$ cat config.mk
export PLATFORM = sky130hd
export DESIGN_NAME = uc_io_hs_flat
export DESIGN_NICKNAME = d
export VERILOG_FILES = /design/src/rtl/uc_io_hs_pkg.sv /design/src/rtl/uc_io_hs_if.sv /design/src/rtl/uc_io_hs_wait_cnt.sv /design/src/rtl/uc_io_hs.sv /design/src/flat_wrapper.sv
export SDC_FILE = /design/constraint.sdc
export NUM_CORES = 1
export LEC_CHECK = 0
export CORE_UTILIZATION = 35
export DETAILED_ROUTE_END_ITERATION = 7
export PLACE_DENSITY_LB_ADDON = 0.08
export SYNTH_ARGS = -nofsm -noshare
export SYNTH_HDL_FRONTEND = slang
export SYNTH_SLANG_ARGS = --single-unit
$ cat constraint.sdc
create_clock -name clk -period 3.29 [get_ports clk]
set_clock_uncertainty 0.05 [all_clocks]
set_input_delay 0.4935 -clock clk [delete_from_list [all_inputs] [get_ports clk]]
set_output_delay 0.4935 -clock clk [all_outputs]
set_load 0.05 [all_outputs]
$ cat src/rtl/uc_io_hs_pkg.sv
// uc_io_pkg: state encodings, control-word constants and opcode fields for
// the Maquina Sencilla control unit with handshaked IN/OUT.
//
// Control word layout (12 bits):
//   [11]   ld_pc    load / increment program counter
//   [10]   ld_ir    load instruction register
//   [9]    we_mem   memory write enable
//   [8]    ld_a     load operand register A (source)
//   [7]    ld_b     load operand register B (destination)
//   [6]    ld_fz    load zero flag
//   [5:4]  alu_op   00 add, 01 sub/compare, 10 pass A
//   [3:2]  addr_sel 00 PC, 01 source field, 10 destination field
//   [1]    ld_out   load output data register
//   [0]    in_sel   memory write data comes from the input device
package uc_io_pkg;

    typedef enum logic [3:0] {
        FETCH    = 4'd0,
        DECODE   = 4'd1,
        RD_SRC   = 4'd2,
        RD_DST   = 4'd6,
        WR_ALU   = 4'd7,
        WR_CMP   = 4'd9,
        WR_MOV   = 4'd10,
        BRANCH   = 4'd11,
        IN_WAIT  = 4'd12,
        OUT_WAIT = 4'd13,
        IN_WR    = 4'd14,
        OUT_RD   = 4'd15
    } state_e;

    localparam logic [11:0] CW_FETCH    = 12'hC00;
    localparam logic [11:0] CW_DECODE   = 12'h004;
    localparam logic [11:0] CW_RD_SRC   = 12'h104;
    localparam logic [11:0] CW_RD_DST   = 12'h088;
    localparam logic [11:0] CW_WR_ALU   = 12'h248;
    localparam logic [11:0] CW_WR_CMP   = 12'h058;
    localparam logic [11:0] CW_WR_MOV   = 12'h228;
    localparam logic [11:0] CW_BRANCH   = 12'hC04;
    localparam logic [11:0] CW_IN_WAIT  = 12'h000;
    localparam logic [11:0] CW_IN_WR    = 12'h209;
    localparam logic [11:0] CW_OUT_RD   = 12'h006;
    localparam logic [11:0] CW_OUT_WAIT = 12'h000;

    localparam logic [1:0] OP_ADD  = 2'b00;
    localparam logic [1:0] OP_CMP  = 2'b01;
    localparam logic [1:0] OP_MOV  = 2'b10;
    localparam logic [1:0] OP_EXT  = 2'b11;
    localparam logic [1:0] EXT_IN  = 2'b10;
    localparam logic [1:0] EXT_OUT = 2'b11;

    // True in the two states where the unit waits on an I/O device.
    function automatic logic is_wait(input logic [3:0] st);
        return (st == IN_WAIT) || (st == OUT_WAIT);
    endfunction

endpackage

$ cat src/rtl/uc_io_hs_if.sv
// uc_io_hs_if: instruction fields, flags, I/O handshakes and control word
// between the control unit (master) and the datapath / devices (slave).
//
// Handshake semantics: a transfer happens on the rising edge where valid and
// ready are both 1. The unit raises in_ready in IN_WAIT and out_valid in
// OUT_WAIT and keeps it up until the transfer (or a reset / timeout); the
// device side may assert in_valid / out_ready at any time, they are only
// looked at while the unit is in the matching wait state.
interface uc_io_hs_if #(
    parameter int PORT_W = 2
);
    logic [1:0]        op;
    logic [1:0]        ext;
    logic              fz;
    logic [PORT_W-1:0] io_addr;
    logic              in_valid;
    logic              in_ready;
    logic              out_valid;
    logic              out_ready;
    logic [PORT_W-1:0] io_port;
    logic [11:0]       cw;

    modport master (
        input  op, ext, fz, io_addr, in_valid, out_ready,
        output in_ready, out_valid, io_port, cw
    );

    modport slave (
        output op, ext, fz, io_addr, in_valid, out_ready,
        input  in_ready, out_valid, io_port, cw
    );
endinterface

$ cat src/rtl/uc_io_hs_wait_cnt.sv
// uc_io_hs_wait_cnt: counts cycles spent in an I/O wait state and flags the
// cycle in which the TIMEOUT_CYC-th wait cycle is being spent. The count is
// held at zero outside the wait states, so it is clear on every entry.
module uc_io_hs_wait_cnt #(
    parameter int TIMEOUT_CYC = 255
) (
    input  logic clk,
    input  logic rst,
    input  logic i_wait,
    output logic o_expired
);
    localparam int CLOG = $clog2(TIMEOUT_CYC + 1);
    localparam int CNT_W = (CLOG > 8) ? CLOG : 8;
    localparam logic [CNT_W-1:0] LAST = CNT_W'(TIMEOUT_CYC - 1);

    logic [CNT_W-1:0] r_cnt;

    // Count completed wait cycles; saturate at the last one.
    always_ff @(posedge clk) begin
        if (rst || !i_wait) begin
            r_cnt <= '0;
        end else if (r_cnt != LAST) begin
            r_cnt <= r_cnt + 1'b1;
        end
    end

    // r_cnt counts earlier wait cycles, so r_cnt == LAST is the final one.
    assign o_expired = i_wait && (r_cnt == LAST);
endmodule

$ cat src/rtl/uc_io_hs.sv
// uc_io_hs: Moore control unit for the Maquina Sencilla datapath with
// valid/ready IN/OUT, latched I/O port address and synchronous reset.
// Optional macro UC_IO_TIMEOUT_EN bounds the IN/OUT waits to TIMEOUT_CYC
// cycles and adds the sticky io_err output.
module uc_io_hs
    import uc_io_pkg::*;
#(
    parameter int PORT_W      = 2,
    parameter int TIMEOUT_CYC = 255
) (
    input  logic          clk,
    input  logic          rst,
    uc_io_hs_if.master    bus,
    output logic [3:0]    state_o
`ifdef UC_IO_TIMEOUT_EN
    , output logic        io_err
`endif
);
    state_e            r_state;
    state_e            w_next;
    logic [PORT_W-1:0] r_io_port;
    logic [11:0]       w_cw;
    logic              w_in_ready;
    logic              w_out_valid;
    logic              w_in_xfer;
    logic              w_out_xfer;
    logic              w_timeout;

    // Transfers only count in the matching wait state.
    assign w_in_xfer  = (r_state == IN_WAIT)  && bus.in_valid;
    assign w_out_xfer = (r_state == OUT_WAIT) && bus.out_ready;

`ifdef UC_IO_TIMEOUT_EN
    logic w_expired;
    logic r_io_err;

    uc_io_hs_wait_cnt #(
        .TIMEOUT_CYC (TIMEOUT_CYC)
    ) u_wait_cnt (
        .clk       (clk),
        .rst       (rst),
        .i_wait    (is_wait(r_state)),
        .o_expired (w_expired)
    );

    // A handshake on the expiry edge completes normally.
    assign w_timeout = w_expired && !w_in_xfer && !w_out_xfer;

    // Sticky timeout flag, cleared only by reset.
    always_ff @(posedge clk) begin
        if (rst) begin
            r_io_err <= 1'b0;
        end else if (w_timeout) begin
            r_io_err <= 1'b1;
        end
    end

    assign io_err = r_io_err;
`else
    assign w_timeout = 1'b0;
`endif

    // State register; reset wins over every transition.
    always_ff @(posedge clk) begin
        if (rst) begin
            r_state <= FETCH;
        end else begin
            r_state <= w_next;
        end
    end

    // Next-state decode; unknown encodings fall back to FETCH.
    always_comb begin
        w_next = FETCH;
        case (r_state)
            FETCH:  w_next = DECODE;
            DECODE: begin
                if (bus.op != OP_EXT) begin
                    w_next = RD_SRC;
                end else if (!bus.ext[1]) begin
                    w_next = bus.fz ? BRANCH : FETCH;
                end else if (bus.ext == EXT_IN) begin
                    w_next = IN_WAIT;
                end else begin
                    w_next = OUT_RD;
                end
            end
            RD_SRC:   w_next = bus.op[1] ? WR_MOV : RD_DST;
            RD_DST:   w_next = bus.op[0] ? WR_CMP : WR_ALU;
            WR_ALU:   w_next = FETCH;
            WR_CMP:   w_next = FETCH;
            WR_MOV:   w_next = FETCH;
            BRANCH:   w_next = DECODE;
            IN_WAIT: begin
                if (w_in_xfer) begin
                    w_next = IN_WR;
                end else if (w_timeout) begin
                    w_next = FETCH;
                end else begin
                    w_next = IN_WAIT;
                end
            end
            IN_WR:    w_next = FETCH;
            OUT_RD:   w_next = OUT_WAIT;
            OUT_WAIT: begin
                if (w_out_xfer || w_timeout) begin
                    w_next = FETCH;
                end else begin
                    w_next = OUT_WAIT;
                end
            end
            default:  w_next = FETCH;
        endcase
    end

    // Moore outputs: functions of the state register alone.
    always_comb begin
        w_cw        = CW_FETCH;
        w_in_ready  = 1'b0;
        w_out_valid = 1'b0;
        case (r_state)
            FETCH:    w_cw = CW_FETCH;
            DECODE:   w_cw = CW_DECODE;
            RD_SRC:   w_cw = CW_RD_SRC;
            RD_DST:   w_cw = CW_RD_DST;
            WR_ALU:   w_cw = CW_WR_ALU;
            WR_CMP:   w_cw = CW_WR_CMP;
            WR_MOV:   w_cw = CW_WR_MOV;
            BRANCH:   w_cw = CW_BRANCH;
            IN_WAIT: begin
                w_cw       = CW_IN_WAIT;
                w_in_ready = 1'b1;
            end
            IN_WR:    w_cw = CW_IN_WR;
            OUT_RD:   w_cw = CW_OUT_RD;
            OUT_WAIT: begin
                w_cw        = CW_OUT_WAIT;
                w_out_valid = 1'b1;
            end
            default:  w_cw = CW_FETCH;
        endcase
    end

    // Port address is captured only while decoding an IN or OUT.
    always_ff @(posedge clk) begin
        if (rst) begin
            r_io_port <= '0;
        end else if ((r_state == DECODE) && (bus.op == OP_EXT) && bus.ext[1]) begin
            r_io_port <= bus.io_addr;
        end
    end

    assign bus.cw        = w_cw;
    assign bus.in_ready  = w_in_ready;
    assign bus.out_valid = w_out_valid;
    assign bus.io_port   = r_io_port;
    assign state_o       = r_state;
endmodule

$ cat src/flat_wrapper.sv
// flat-port wrapper written by rule: the top's interface ports become plain ports
module uc_io_hs_flat import uc_io_pkg::*;
#(
    parameter int PORT_W      = 2,
    parameter int TIMEOUT_CYC = 255
)
  (clk, rst, state_o, bus_op, bus_ext, bus_fz, bus_io_addr, bus_in_valid, bus_out_ready, bus_in_ready, bus_out_valid, bus_io_port, bus_cw);
  uc_io_hs_if #(.PORT_W(PORT_W)) bus_i ();
  input  logic clk;
  input  logic rst;
  output logic [3:0] state_o;
  input wire logic [$bits(bus_i.op)-1:0] bus_op;
  input wire logic [$bits(bus_i.ext)-1:0] bus_ext;
  input wire logic [$bits(bus_i.fz)-1:0] bus_fz;
  input wire logic [$bits(bus_i.io_addr)-1:0] bus_io_addr;
  input wire logic [$bits(bus_i.in_valid)-1:0] bus_in_valid;
  input wire logic [$bits(bus_i.out_ready)-1:0] bus_out_ready;
  output wire logic [$bits(bus_i.in_ready)-1:0] bus_in_ready;
  output wire logic [$bits(bus_i.out_valid)-1:0] bus_out_valid;
  output wire logic [$bits(bus_i.io_port)-1:0] bus_io_port;
  output wire logic [$bits(bus_i.cw)-1:0] bus_cw;
  assign bus_i.op = bus_op;
  assign bus_i.ext = bus_ext;
  assign bus_i.fz = bus_fz;
  assign bus_i.io_addr = bus_io_addr;
  assign bus_i.in_valid = bus_in_valid;
  assign bus_i.out_ready = bus_out_ready;
  assign bus_in_ready = bus_i.in_ready;
  assign bus_out_valid = bus_i.out_valid;
  assign bus_io_port = bus_i.io_port;
  assign bus_cw = bus_i.cw;
  uc_io_hs #(.PORT_W(PORT_W), .TIMEOUT_CYC(TIMEOUT_CYC)) u_core (.clk(clk), .rst(rst), .bus(bus_i), .state_o(state_o));
endmodule
After elaboration in Yosys (flattened, before gate mapping)
Cells that the tools add are included.

storage, ports and cells
  input bits = 11
  bits in read-only memories = 0
  memory bits (writable) = 0
  latch bits = 0
  word-level logic and storage cells = 35
  memories kept = 0
  flip-flop bits (word level) = 6

operators by class
  divide/modulo/power cells = 0
  $mul = 0
  shift-type cells = 0
  equal/unequal tests = 14
  multiplexer cells = 12
  $lt $le $gt $ge = 0
  add/sub/neg operators = 0
  bitwise logic cells = 0
  reduce and logical (&&, ||, !) cells = 7

operators with widths
  kind                                                                   number
  12-bit one-hot mux with 10 select lines                                1
  4-bit equality test, second input constant                             7
  4-bit one-hot mux with 7 select lines                                  1
  4-bit two-way mux                                                      6
  4-bit by 3-bit equality test with 1-bit output, second input constant  2
  2-bit equality test, second input constant                             2
  4-bit by 1-bit equality test with 1-bit output, second input constant  1
  4-bit by 2-bit equality test with 1-bit output, second input constant  1
  1-bit logical AND                                                      4
  4-bit logical NOT                                                      1
  2-bit two-way mux                                                      2
  2-bit OR reduction                                                     2
  1-bit two-way mux                                                      2
  2-bit != test, second input constant                                   1

Longest topological paths before layout
Gate-level depths: netlist of run 1.

  depth after elaboration = 5
  gate-level depth with buffers = 5
  gate-level depth less buffers = 4

Worst setup path before layout of run 1
OpenSTA, ideal clock, no wires.

  kind = flip-flop to output port
  start = reg u_core.r_state[1] (netlist: u_core.state_o[1])
  end = out bus_cw[2]
  path buffers = 1
  cell stages (with the launch flop) = 5
  slack = 0.075 ns
  data arrival time = 2.671 ns
  cell sequence = dfxtp_1 > buf_2 > nand2b_1 > nor3_1 > o21bai_1

between the ends
  cells in the longest elaborated chain, start to end = 3
  elaborated cells on any way between the ends = 13
  classes of those cells = eq/ne (11); mux (1); reduce/logical (1)

ends and longest elaborated chain
  what                                         line                source
  start, declared                              uc_io_hs.sv:19      state_e r_state;
  start signal, assigned                       uc_io_hs.sv:68      r_state <= w_next;
  4-bit equality test                          uc_io_hs.sv:121     case (r_state)
  2-bit OR reduction (no source line)          -
  12-bit one-hot mux with 10 select lines (*)  uc_io_hs.sv:121
  end, declared                                flat_wrapper.sv:21  output wire logic [$bits(bus_i.cw)-1:0] bus_cw;

Every way passes the cells marked *; elsewhere a longest branch is shown, timed or not.

Worst setup path after layout of run 1
Same ends and word-level chain as after synthesis.

==> results of run 1 <==
==> cell usage in the layout, fill, tap and decap left out, types with 4 or more instances in the layout <==
master and count:
clkdlybuf4s50_1 30, nor2_1 12, dfxtp_1 6, nand2_1 5, nand2b_1 4, nor2b_1 4, a21oi_1 4, mux2i_1 4
==> routing by layer <==
metal  up-vias  routed length, um
li1        314                  -
met1       276                586
met2        30                593
met3         2                 88
met4         0                 13
met5         -                  0
==> cell type report <==
cell class	count	area [um2]
Inverter	2	7.51
Sequential cell	6	120
Tap cell	15	18.8
Multi-Input combinational cell	60	358
Timing Repair Buffer	31	308
Fill cell	133	499
Clock buffer	3	22.5
==> state kept, by name (all words and copies together), names as in the netlist <==
register and count:
u_core.bus.io_port 2, u_core.state_o 4
==> Yosys cell counts, drive strengths merged <==
library cell / n / share of area [%]
nand2: 5 / 3.6
o21bai: 1 / 1.5
a22oi: 1 / 1.5
a21oi: 4 / 3.9
buf: 4 / 4.4
o2111ai: 1 / 1.7
a21o: 1 / 1.5
and3: 2 / 2.4
mux2i: 4 / 7.8
a31oi: 3 / 3.6
mux2: 1 / 2.2
o211ai: 1 / 1.5
a21boi: 1 / 1.5
and2: 1 / 1.2
o21ai: 4 / 3.9
nand2b: 4 / 4.9
clkbuf: 2 / 1.5
o22ai: 1 / 1.2
inv: 2 / 1.5
xor2: 2 / 3.4
nor3b: 1 / 1.5
nand4: 1 / 1.2
or3: 1 / 1.2
nor2b: 4 / 4.9
nor3: 4 / 4.9
nor2: 12 / 8.7
dfxtp: 6 / 23
==> power groups by stage <==
stage	clock network [mW]	logic (mW)	registers [mW]
2_1_floorplan	0	0.308	0.154
5_1_grt	0.0749	0.467	0.143
3_5_place_dp	0	0.441	0.137
4_1_cts	0.0692	0.441	0.136
6_report	0.0688	0.440	0.137
3_3_place_gp	0	0.438	0.137
==> worst min path at each step <==
stage	start	endpoint	slack [ps]
global placement	u_core.bus.io_port[0]	u_core.bus.io_port[0]	430
finish	u_core.bus.io_port[0]	u_core.bus.io_port[0]	440
detailed placement	u_core.bus.io_port[0]	u_core.bus.io_port[0]	440
floorplan	rst	u_core.bus.io_port[0]	520
CTS	u_core.bus.io_port[0]	u_core.bus.io_port[0]	450
global route	u_core.bus.io_port[0]	u_core.bus.io_port[0]	470
==> worst max-delay path: cells and delay by family, from the launching register on <==
family	cells	cell delay [ps]
AO/OA/AOI/OAI	1	140
buffers and inverters	1	810
flip-flops	1	660
AND/OR/NAND/NOR	2	480
==> cell families after synthesis <==
group	share of synthesized area (%)
AO/OA/AOI/OAI	21.6
flip-flops	23.3
buffers and inverters	7.28
multiplexers	9.95
XOR/XNOR	3.40
AND/OR/NAND/NOR	34.5
==> flow_summary.ini, run 1 <==
[placed_design]
placed_cell_area_um2 = 812
gp_congestion = 0.773
dp_hpwl_um = 970
place_ws_ps = 697
dp_cells = 114
port_buffers = 30

[power_and_ir_drop]
clock_power_share_pct = 10.7
peakVddDrop_uv = 353
swShare_pct = 55.0
p_seq_share_pct = 21.2
p_leak_nw = 0.321
p_total_mw = 0.645
p_int_mw = 0.290
power_frac_comb_pct = 68.1
power_density_nw_per_um2 = 773
switchingPower_mw = 0.355

[worst_setup_path]
crit_start = u_core.state_o[1]
start_kind = flop
critical_path_arrival_ps = 2330
r2r_cells = 3
endpoint_kind = primary output
worstPathCellList = nand2b_1, nor3_1, o21bai_1, clkdlybuf4s50_1
slowest_delay_ps = 810
critical_path.slowest_cell = clkdlybuf4s50_1
crit_path_end = bus_cw[2]
worstPathMaxFanout = 17
cp.required_ps = 2750
r2r_end = u_core.state_o[3]
r2r_slack_ps = 1690
reg2reg_from = u_core.state_o[1]
path_class = flop to primary output

[routing]
antenna_left = 0
drtPass1Iterations = 4
drtIter0Drc = 13
wire_per_inst_um = 11.0
vias = 622
vias_per_cell = 5.32
routed_wl_um = 1280
drc_errors = 0

[clocking]
ctsHoldBuffers = 0
clock_latency_ps = 250
root_buffer = clkbuf_4
post-cts-setup-buffer-count = 0
clockBufferDepth = 2
numCtsBuffers = 3
h-tree-depth = 1
clk_pin_slew_ps = 50
cts-resized-gates = 0
clock_sinks = 6
cts_tree = built

[floorplan]
fp.dieW_um = 40.4
core.rowCount = 13
die_area_um2 = 1630
initial_core_util_pct = 38.6
die_h_um = 40.4
ios = 31
core_area_um2 = 1330

[finish]
stdcell_count = 117
areaGrowthSynthToFinish_pct = 61.9
nNetsFinal = 115
antenna_cells = 0
fin_util_pct = 62.6
drive_above_1_share_pct = 5.88
stdcell_area_um2 = 835

[global_route]
grtUsageMet2_pct = 26.6
grt_pass1_vias = 404
grtUsageMet1_pct = 19.4
grtUsageTotal_pct = 15.7
grt-ovfl-total = 0
grt_antenna_before_repair = 0
grt_max_degree = 18
top_usage_layer = met2
grt_first_pass_wirelength_um = 1730
use_met3_pct = 3.33

[timing]
finalHoldViolCount = 0
rsz0062_at_grt = false
max_slew_margin_pct = 63.7
post-route-min-period_ps = 2880
fmax_mhz = 347
post-route-period-util_pct = 87.5
drv_slew = 0
fin_ws_ps = 412
worst-slew-pin-transition_ps = 543
finalSetupViolations = 0
holdWs_ps = 439
tns_ps = 0

[logic_synthesis]
ys_ff_latch = 6
synthCells = 74
yosysWarnings = 0
synth_cell_types = 30
synth_seq_area_share_pct = 23.3
syn_area_um2 = 515
syn-num-nets = 85
synth.avg_cell_area_um2 = 6.97

[min_path]
min_path_cells = 2
min_path_type = flop to flop

[run_status]
status = complete, no violations

[flow_run]
cap_violations = 0
Note: power is estimated with default switching activity, not from simulation.
==> run 2: changes to the inputs <==
--- a/config.mk
+++ b/config.mk
@@ -8,6 +8,7 @@
 export CORE_UTILIZATION = 35
 export DETAILED_ROUTE_END_ITERATION = 7
 export PLACE_DENSITY_LB_ADDON = 0.08
+export SETUP_SLACK_MARGIN = 0.1
 export SYNTH_ARGS = -nofsm -noshare
 export SYNTH_HDL_FRONTEND = slang
 export SYNTH_SLANG_ARGS = --single-unit
==> run 2 against run 1 <==
Net effect: wire length grew 1.4%; sequential cell count did not move; first-iteration DRC count is 31% lower; maximum frequency grew 1.6%; critical endpoint unchanged.
==> flow_summary.ini, run 2 (synthesis gave the netlist of run 1 again) <==
[run_status]
status = complete, no violations

[placed_design]
port_buffers = 30
gp_congestion = 0.786
dp_hpwl_um = 1030
dp_cells = 114

[clocking]
clock_sinks = 6
clk_pin_slew_ps = 50
clock_latency_ps = 240
h-tree-depth = 1
cts_tree = built
root_buffer = clkbuf_4
ctsHoldBuffers = 0
numCtsBuffers = 3
cts-resized-gates = 0
post-cts-setup-buffer-count = 0
clockBufferDepth = 2

[flow_run]
cap_violations = 0

[routing]
vias_per_cell = 5.03
wl_met3_um = 48
met2_length_um = 599
top_layer = met3
drtIter0Drc = 9
routed_wl_um = 1300
drtPass1Iterations = 4
antenna_left = 0
drc_errors = 0
wl_met1_um = 652
wire_per_inst_um = 11.1
vias = 588

[finish]
areaGrowthSynthToFinish_pct = 62.9
largest_reg_flops = 4
stdcell_count = 117
nNetsFinal = 115
drive_above_1_share_pct = 6.86
final_cell_mix = 30 x clkdlybuf4s50_1, 12 x nor2_1, 6 x dfxtp_1
layout_commonest_cell = clkdlybuf4s50_1
antenna_cells = 0

[global_route]
grtUsageTotal_pct = 17.0
grt-ovfl-total = 0
grt_antenna_before_repair = 0
grt_first_pass_wirelength_um = 1890
grt_max_degree = 18
grt_pass1_vias = 443

[worst_setup_path]
worstPathCellList = nand2b_1, nor3_2, o21bai_1, clkdlybuf4s50_1
endpoint_kind = primary output
reg2reg_from = u_core.state_o[1]
start_kind = flop
r2r_end = u_core.state_o[3]
slowest_delay_ps = 810
cp.required_ps = 2750
critical_path_arrival_ps = 2290
worstPathMaxFanout = 17
path_class = flop to primary output
r2r_cells = 3
r2r_slack_ps = 1670
critical_path.slowest_cell = clkdlybuf4s50_1

[floorplan]
die_area_um2 = 1630
core.rowCount = 13
core_area_um2 = 1330
initial_core_util_pct = 38.6
ios = 31
die_h_um = 40.4
fp.dieW_um = 40.4

[power_and_ir_drop]
power_density_nw_per_um2 = 770
peakVddDrop_uv = 542
p_leak_nw = 0.325

[timing]
finalSetupViolations = 0
finalHoldViolCount = 0
fmax_mhz = 353
drv_slew = 0
worst-slew-pin-transition_ps = 550
max_slew_margin_pct = 63.3
post-route-period-util_pct = 86.1
tns_ps = 0
post-route-min-period_ps = 2830
rsz0062_at_grt = false

[min_path]
min_path_type = flop to flop
min_path_cells = 2
hold_start = u_core.bus.io_port[0]
whs_endpoint = u_core.bus.io_port[0]
## run 2: cell count changes in the layout (fill, tap and decap cells not counted)
cell,before,now
nor3_1,3,2
nor3_2,1,2
## run 2: cell type report
cell class / count / area, um2
well taps: 15 / 18.8
clock buffers: 3 / 22.5
flip-flops and latches: 6 / 120
repair buffers: 31 / 308
inverters: 2 / 7.51
multi-input cells: 60 / 363
fillers: 119 / 494
## run 2: worst max-delay path by stage
stage                                 start          to  slack (ps)  cells past startpoint
final                     u_core.state_o[1]   bus_cw[2]         460                      4
after global routing      u_core.state_o[1]   bus_cw[2]         290                      4
after CTS                 u_core.state_o[1]   bus_cw[2]         450                      4
after detailed placement  u_core.state_o[1]   bus_cw[2]         710                      4
after global placement    u_core.state_o[1]   bus_cw[2]         740                      4
after floorplan           u_core.state_o[1]  bus_cw[11]         340                      5
## run 2: where the power goes
part / switching [mW] / internal (mW)
Combinational: 0.278 / 0.162
Sequential: 0.0520 / 0.0878
Clock: 0.0254 / 0.0412
## run 2: routing by layer
layer | up-vias | global-route usage, %
met4 | 0 | 2.50
met1 | 257 | 23.6
met3 | 0 | 5.00
met5 | - | 0
li1 | 313 | -
met2 | 18 | 26.2
## run 2: stage by stage
| stage | power (mW) | utilization [%] | setup slack, ps | cell area, um2 | hold WS, ps |
|---|---|---|---|---|---|
| finish | 0.646 | 62.9 | 458 | 840 | 456 |
| CTS | 0.651 | 62.9 | 449 | 840 | 459 |
| floorplan | 0.464 | - | 336 | 520 | 516 |
| detailed placement | 0.583 | 61.3 | 710 | 817 | 442 |
| global route | 0.686 | 62.9 | 295 | 840 | 504 |
| global placement | 0.581 | 61.3 | 743 | 817 | 430 |
## run 2: worst max-delay path: cells and delay by family (launching register included)
family	cells	cell delay, ps
simple gates	2	460
compound gates	1	130
flops	1	650
buf+inv	1	810
